<file path="src/rtl/vid_addr_gen_pkg.sv">
// Shared definitions for the video address generator: CPU byte-lane selects
// and the shadow-register state machine encoding.
package vid_addr_gen_pkg;

  localparam logic [1:0] SEL_LO   = 2'd0;
  localparam logic [1:0] SEL_MID  = 2'd1;
  localparam logic [1:0] SEL_HI   = 2'd2;
  localparam logic [1:0] SEL_NONE = 2'd3;

  typedef enum logic {
    IDLE,
    STAGED
  } state_t;

endpackage

</file>
<file path="src/rtl/vid_addr_shadow.sv">
// CPU write staging for the video counter: byte-lane shadow, dirty mask and
// commit timing, producing the merged counter value applied at commit.
module vid_addr_shadow
  import vid_addr_gen_pkg::*;
#(
  parameter int AW = 21
) (
  input  logic          clk,
  input  logic          reset,
  input  logic          frame_start,
  input  logic          line_end,
  input  logic          display,
  input  logic          cpu_wr,
  input  logic [1:0]    cpu_sel,
  input  logic [7:0]    cpu_din,
  input  logic [AW-1:0] vid,
  output logic          commit,
  output logic [AW-1:0] merged,
  output logic          pending
);

  state_t        state;
  logic [AW-1:0] shd;
  logic [AW-1:0] lane_mask;
  logic [2:0]    dirty;

  assign pending = (state == STAGED);

  // Outside the display window a staged write lands at once; inside it waits
  // for the line boundary so the fetch sequence never sees a torn address.
  assign commit = pending && (!display || line_end);

  always_comb begin
    lane_mask = '0;
    if (dirty[0]) lane_mask[7:0]     = '1;
    if (dirty[1]) lane_mask[15:8]    = '1;
    if (dirty[2]) lane_mask[AW-1:16] = '1;
  end

  assign merged = (shd & lane_mask) | (vid & ~lane_mask);

  // A write arriving with a clear (commit or frame start) lands after it,
  // so the later non-blocking assignments deliberately override the clear.
  always_ff @(posedge clk or posedge reset) begin
    if (reset) begin
      state <= IDLE;
      shd   <= '0;
      dirty <= '0;
    end else begin
      if (frame_start || commit) begin
        dirty <= '0;
        state <= IDLE;
      end
      if (cpu_wr) begin
        case (cpu_sel)
          SEL_LO: begin
            shd[7:0] <= cpu_din;
            dirty[0] <= 1'b1;
            state    <= STAGED;
          end
          SEL_MID: begin
            shd[15:8] <= cpu_din;
            dirty[1]  <= 1'b1;
            state     <= STAGED;
          end
          SEL_HI: begin
            shd[AW-1:16] <= cpu_din[AW-17:0];
            dirty[2]     <= 1'b1;
            state        <= STAGED;
          end
          default: ;
        endcase
      end
    end
  end

endmodule

</file>
<file path="src/rtl/vid_addr_gen.sv">
// Video word-address counter: frame base load, per-fetch increment,
// end-of-line offset skip and atomic CPU reprogramming via the shadow stage.
module vid_addr_gen
  import vid_addr_gen_pkg::*;
#(
  parameter int AW = 21,
  parameter int LW = 8
) (
  input  logic          clk,
  input  logic          reset,
  input  logic          frame_start,
  input  logic [AW-1:0] base,
  input  logic          fetch,
  input  logic          line_end,
  input  logic [LW-1:0] line_off,
  input  logic          display,
  input  logic          cpu_wr,
  input  logic [1:0]    cpu_sel,
  input  logic [7:0]    cpu_din,
  output logic [7:0]    cpu_dout,
  output logic [AW-1:0] vid,
  output logic          pending
);

  logic          commit;
  logic [AW-1:0] merged;
  logic [7:0]    hi_byte;

  vid_addr_shadow #(.AW(AW)) u_shadow (
    .clk        (clk),
    .reset      (reset),
    .frame_start(frame_start),
    .line_end   (line_end),
    .display    (display),
    .cpu_wr     (cpu_wr),
    .cpu_sel    (cpu_sel),
    .cpu_din    (cpu_din),
    .vid        (vid),
    .commit     (commit),
    .merged     (merged),
    .pending    (pending)
  );

  // A commit replaces the whole step, so fetch and line offset are dropped.
  always_ff @(posedge clk or posedge reset) begin
    if (reset) begin
      vid <= '0;
    end else if (frame_start) begin
      vid <= base;
    end else if (commit) begin
      vid <= merged;
    end else begin
      vid <= vid + AW'(fetch) + (line_end ? AW'(line_off) : '0);
    end
  end

  always_comb begin
    hi_byte          = '0;
    hi_byte[AW-17:0] = vid[AW-1:16];
    case (cpu_sel)
      SEL_LO:  cpu_dout = vid[7:0];
      SEL_MID: cpu_dout = vid[15:8];
      SEL_HI:  cpu_dout = hi_byte;
      default: cpu_dout = '0;
    endcase
  end

endmodule

</file>
<file path="config.mk">
export PLATFORM = sky130hd
export DESIGN_NAME = vid_addr_gen
export DESIGN_NICKNAME = d
export VERILOG_FILES = /design/src/rtl/vid_addr_gen_pkg.sv /design/src/rtl/vid_addr_shadow.sv /design/src/rtl/vid_addr_gen.sv
export SDC_FILE = /design/constraint.sdc
export NUM_CORES = 1
export LEC_CHECK = 0
export ABC_AREA = 1
export CAP_MARGIN = 25
export CORE_ASPECT_RATIO = 1.5
export CORE_MARGIN = 3
export CORE_UTILIZATION = 50
export CTS_CLUSTER_DIAMETER = 80
export DETAILED_ROUTE_END_ITERATION = 16
export PLACE_DENSITY = 0.85
export SYNTH_ARGS = -nofsm -noshare
export SYNTH_HDL_FRONTEND = slang
export SYNTH_HIERARCHICAL = 1
export SYNTH_SLANG_ARGS = --single-unit
</file>
<file path="constraint.sdc">
create_clock -name clk -period 3.15 [get_ports clk]
set_clock_uncertainty 0.1 [all_clocks]
set_input_delay 0.4725 -clock clk [delete_from_list [all_inputs] [get_ports clk]]
set_output_delay 0.4725 -clock clk [all_outputs]
set_load 0.02 [all_outputs]
</file>
==> impl_results.html <==
<table>
<tr><th>Metric</th><th>Value</th></tr>
<tr><th colspan="2">Outcome</th></tr>
<tr><td>Outcome</td><td>complete, no violations</td></tr>
<tr><th colspan="2">Floorplan</th></tr>
<tr><td>Overall die area</td><td>7890 um2</td></tr>
<tr><td>Die X</td><td>73.5 um</td></tr>
<tr><td>Initial core utilization</td><td>52.0%</td></tr>
<tr><td>Standard cell core area</td><td>6580 um2</td></tr>
<tr><td>Number of placed I/O pins</td><td>76</td></tr>
<tr><td>Total number of placement rows</td><td>36</td></tr>
<tr><td>Height of the chip</td><td>107 um</td></tr>
<tr><th colspan="2">Setup path</th></tr>
<tr><td>Crit-path slowest cell</td><td>sky130_fd_sc_hd__clkdlybuf4s50_1</td></tr>
<tr><td>Worst reg2reg setup slack</td><td>0.78 ns</td></tr>
<tr><td>Worst Setup End Kind</td><td>output port</td></tr>
<tr><td>Buffers &amp; Inverters on Critical Path</td><td>3</td></tr>
<tr><td>Data arrival time of the critical path</td><td>between 2 and 2.5 ns</td></tr>
<tr><td>Crit path cell chain</td><td>clkdlybuf4s50_1 -&gt; nor2_1 -&gt; inv_1 -&gt; o221ai_1 -&gt; clkdlybuf4s50_1</td></tr>
<tr><td>Worst EP required</td><td>~2.6 ns</td></tr>
<tr><td>Critical Setup Path Class</td><td>input port to output port</td></tr>
<tr><td>Most common cell type on the critical path</td><td>sky130_fd_sc_hd__clkdlybuf4s50_1</td></tr>
<tr><td>Cell family contributing the most delay on the critical path</td><td>buffers and inverters</td></tr>
<tr><td>Sort of element at the start of the critical path</td><td>input port</td></tr>
<tr><td>Largest driver fanout on the critical path</td><td>7</td></tr>
<tr><td>Delay of the slowest critical-path stage</td><td>0.64 ns</td></tr>
<tr><th colspan="2">Synth</th></tr>
<tr><td>Adder-cell share of the synthesized area</td><td>3.73%</td></tr>
<tr><td>Synth Net Count</td><td>roughly 580</td></tr>
<tr><td>Cell area after technology mapping</td><td>3420 um2</td></tr>
<tr><td>Post-synth top flop</td><td>sky130_fd_sc_hd__dfrtp_1</td></tr>
<tr><td>Share of the synthesized area in compound gates (AO/OA/AOI/OAI)</td><td>13.7%</td></tr>
<tr><td>Main combinational cell family by area after synthesis</td><td>simple AND/OR/NAND/NOR gates</td></tr>
<tr><td>Mean area per synthesized cell</td><td>6.50 um2</td></tr>
<tr><td>Distinct cell type count after synthesis</td><td>29</td></tr>
<tr><td>Area share of and/or/nand/nor cells after synthesis</td><td>34.7%</td></tr>
<tr><td>Syn Inst Count</td><td>526</td></tr>
<tr><td>Xor and xnor area share after synthesis</td><td>between 1.5 and 2%</td></tr>
<tr><td>Mux share of post-synthesis cell area</td><td>0%</td></tr>
<tr><td>Number of register bits inferred by synthesis</td><td>46</td></tr>
<tr><td>Count of yosys warnings during synthesis</td><td>6</td></tr>
<tr><td>Number of flops mapped to enable cells by yosys</td><td>0</td></tr>
<tr><td>Portion of the post-synthesis area used by sequential elements</td><td>between 30% and 40%</td></tr>
<tr><td>Share of flip-flops with an asynchronous set or reset</td><td>100%</td></tr>
<tr><th colspan="2">Placed design</th></tr>
<tr><td>Weighted congestion at the end of routability-driven global placement</td><td>0.933</td></tr>
<tr><td>PortBufs</td><td>75</td></tr>
<tr><td>Placed inst area</td><td>4230 um2</td></tr>
<tr><td>Dpl ws</td><td>roughly 0.26 ns</td></tr>
<tr><td>Hpwl dp</td><td>7970 um</td></tr>
<tr><th colspan="2">Timing</th></tr>
<tr><td>Peak clock frequency supported by timing</td><td>approximately 340 MHz</td></tr>
<tr><td>Tightest slew margin relative to the limit</td><td>a little over two fifths</td></tr>
<tr><td>Slew at the pin closest to its max-slew limit</td><td>0.845 ns</td></tr>
<tr><td>Total negative slack for setup checks</td><td>0 ns</td></tr>
<tr><td>Min setup slack post-route</td><td>between 0.2 and 0.25 ns</td></tr>
<tr><td>Minimum clock period after layout</td><td>2.92 ns</td></tr>
<tr><td>Number of hold violations in the final report</td><td>0</td></tr>
<tr><td>Count of endpoints failing setup in the final report</td><td>0</td></tr>
<tr><td>Unrepaired setup endpoints after global routing</td><td>false</td></tr>
<tr><td>Period Utilization, post-route</td><td>92.8%</td></tr>
<tr><td>Max-slew violations</td><td>0</td></tr>
<tr><th colspan="2">Pwr</th></tr>
<tr><td>Highest ir drop seen on vdd</td><td>0.000389 V</td></tr>
<tr><td>Power Total</td><td>0.00197 W</td></tr>
<tr><td>Power density over cell area</td><td>451 nW/um2</td></tr>
<tr><td>Total leakage power</td><td>around 2.3 nW</td></tr>
<tr><th colspan="2">GRT</th></tr>
<tr><td>GRT Residual Overflow</td><td>0</td></tr>
<tr><td>Largest net degree at the start of global routing</td><td>26</td></tr>
<tr><td>Total routing resource utilization after global routing</td><td>between 20% and 30%</td></tr>
<tr><td>Number of antenna violations at the first check in global routing</td><td>0</td></tr>
<tr><td>Global-route wire length before repair</td><td>16000 um</td></tr>
<tr><td>Via count of the first global-routing pass</td><td>between 3000 and 4000</td></tr>
<tr><th colspan="2">Clocking</th></tr>
<tr><td>Post-CTS setup repair buffer count</td><td>0</td></tr>
<tr><td>Clock sink count</td><td>46</td></tr>
<tr><td>Clock root buffer master</td><td>sky130_fd_sc_hd__clkbuf_8</td></tr>
<tr><td>Resize count post-CTS</td><td>0</td></tr>
<tr><td>Clock latency on the worst-skew pair</td><td>0.31 ns</td></tr>
<tr><td>Maximum buffer depth of the clock tree</td><td>2</td></tr>
<tr><td>Clock transition time at the flip-flop clock pins of the worst setup and hold paths</td><td>0.09 ns</td></tr>
<tr><td>Number of buffers added by the clock tree synthesis step</td><td>5</td></tr>
<tr><td>Clock tree from TritonCTS</td><td>done</td></tr>
<tr><td>Number of buffers inserted for hold repair after clock tree synthesis</td><td>0</td></tr>
<tr><td>Maximum level of the CTS H-tree</td><td>2</td></tr>
<tr><th colspan="2">Route</th></tr>
<tr><td>Iter 0 DRT Violations</td><td>303</td></tr>
<tr><td>Count of TritonRoute iterations in the first routing pass</td><td>6</td></tr>
<tr><td>Remaining routing DRC violations</td><td>0</td></tr>
<tr><td>Wire length per cell after detailed routing</td><td>about 15 um</td></tr>
<tr><td>Detailed-route wire length</td><td>9940 um</td></tr>
<tr><td>Antenna viol nets, final</td><td>0</td></tr>
<tr><td>Overall via count from detail_route</td><td>3544</td></tr>
<tr><td>Vias per Instance</td><td>5.25</td></tr>
<tr><th colspan="2">Cells and area</th></tr>
<tr><td>Signed area change from the synthesized netlist to the final layout</td><td>27.6%</td></tr>
<tr><td>Diodes inserted</td><td>0</td></tr>
<tr><td>Fraction of final layout cells with drive strength greater than 1</td><td>under 10%</td></tr>
<tr><td>Layout Cell Area excl Fill</td><td>4360 um2</td></tr>
<tr><td>Fillcell total</td><td>587</td></tr>
<tr><td>Final Net Count</td><td>653</td></tr>
<tr><td>Multi-input gate area</td><td>1840 um2</td></tr>
<tr><td>Register Area</td><td>between 1000 and 1500 um2</td></tr>
<tr><th colspan="2">Min path</th></tr>
<tr><td>Type of the most critical hold path</td><td>register to register</td></tr>
<tr><th colspan="2">Job</th></tr>
<tr><td>Count of maximum capacitance violations</td><td>0</td></tr>
</table>
placed cells by master, fill, tap and decap left out, drive strengths merged, types with 4 or more instances in the layout:
| cell type | synthesis | layout |
|---|---|---|
| xor2 | 6 | 6 |
| o211ai | 4 | 4 |
| ha | 7 | 7 |
| a21oi | 7 | 7 |
| nor2 | 47 | 47 |
| nand3 | 41 | 41 |
| o21ai | 64 | 64 |
| buf | 8 | 5 |
| nand2 | 183 | 183 |
| clkbuf | 7 | 7 |
| clkdlybuf4s50 | 0 | 75 |
| nor3 | 5 | 5 |
| dfrtp | 46 | 46 |
| inv | 92 | 92 |
cells by family after synthesis:
family,Yosys count
compound gates,78
fa+ha+maj,9
xor+xnor,7
buf+inv,107
simple gates,279
flops,46
power breakdown:
group | switching (W) | total, W | internal [W] | leakage, nW
registers | 0.000111 | 0.000788 | 0.000677 | 0.563
clock network | 0.000205 | 0.000407 | 0.000201 | 0.0544
logic | 0.000448 | 0.000775 | 0.000327 | 1.67
total | 0.000764 | 0.00197 | 0.00120 | 2.29
path summary, 6_finish.rpt:
check / cells after the start / startpoint / to
min in group asynchronous: 3 / reset / u_shadow/shd[2]$_DFFE_PP0P_
max in group asynchronous: 2 / reset / vid[8]$_DFF_PP0_
min reg2reg: 2 / u_shadow/shd[2]$_DFFE_PP0P_ / u_shadow/shd[2]$_DFFE_PP0P_
max: 5 / cpu_sel[0] / cpu_dout[1]
min: 2 / u_shadow/shd[2]$_DFFE_PP0P_ / u_shadow/shd[2]$_DFFE_PP0P_
max reg2reg: 11 / vid[0]$_DFF_PP0_ / vid[8]$_DFF_PP0_
state kept, by name, summed over array words and instances (netlist names):
register,cells
u_shadow/dirty,3
u_shadow/pending,1
u_shadow/shd,21
vid,21
per-layer routing:
layer | wire length [um] | part of all wire (%) | track usage, % | up-vias
met4 | 457 | 4.6 | 13.0 | 0
met3 | 587 | 5.9 | 3.27 | 32
met2 | 5130 | 52 | 45.0 | 141
met5 | 0 | 0 | 0 | -
li1 | - | - | - | 1779
met1 | 3770 | 38 | 31.7 | 1592
per-stage QoR:
stage                     util [%]  cells  hold WS (ns)
after global placement        64.3    666         0.367
final                         66.3    675         0.399
after global routing          66.3    675         0.418
after detailed placement      64.3    666         0.373
after floorplan                  -    526         0.349
after CTS                     65.9    674         0.395
worst register-to-register path, delay by kind of cell, from the launching register on:
family,cells,cell delay (ns)
flops,1,0.39
fa+ha+maj,2,0.86
simple gates,5,0.45
xor+xnor,1,0.07
buf+inv,2,0.22
compound gates,1,0.17
final cells by class:
type | instances | share of cell area, %
clock buffers | 7 | 2.21
multi-input cells | 373 | 42.3
flip-flops and latches | 46 | 26.4
clock inverters | 1 | 0.201
repair buffers | 80 | 18.8
inverters | 92 | 7.92
well taps | 76 | 2.18
cells in the mapped netlist (2+ instances only):
library cell,number,area [um2]
sky130_fd_sc_hd__a21oi_1,7,35.0
sky130_fd_sc_hd__buf_2,6,30.0
sky130_fd_sc_hd__buf_6,2,22.5
sky130_fd_sc_hd__clkbuf_1,7,26.3
sky130_fd_sc_hd__dfrtp_1,46,1150
sky130_fd_sc_hd__fa_1,2,40.0
sky130_fd_sc_hd__ha_1,7,87.6
sky130_fd_sc_hd__inv_1,87,327
sky130_fd_sc_hd__inv_2,5,18.8
sky130_fd_sc_hd__nand2_1,176,661
sky130_fd_sc_hd__nand2_2,6,37.5
sky130_fd_sc_hd__nand3_1,35,175
sky130_fd_sc_hd__nand3_2,6,60.1
sky130_fd_sc_hd__nand4_1,2,12.5
sky130_fd_sc_hd__nor2_1,43,161
sky130_fd_sc_hd__nor2_2,3,18.8
sky130_fd_sc_hd__nor3_1,4,20.0
sky130_fd_sc_hd__o211ai_1,4,30.0
sky130_fd_sc_hd__o21a_1,2,15.0
sky130_fd_sc_hd__o21ai_0,43,215
sky130_fd_sc_hd__o21ai_1,5,25.0
sky130_fd_sc_hd__o21ai_2,16,140
sky130_fd_sc_hd__xor2_1,6,52.6
Note: power is estimated with default switching activity, not from simulation.
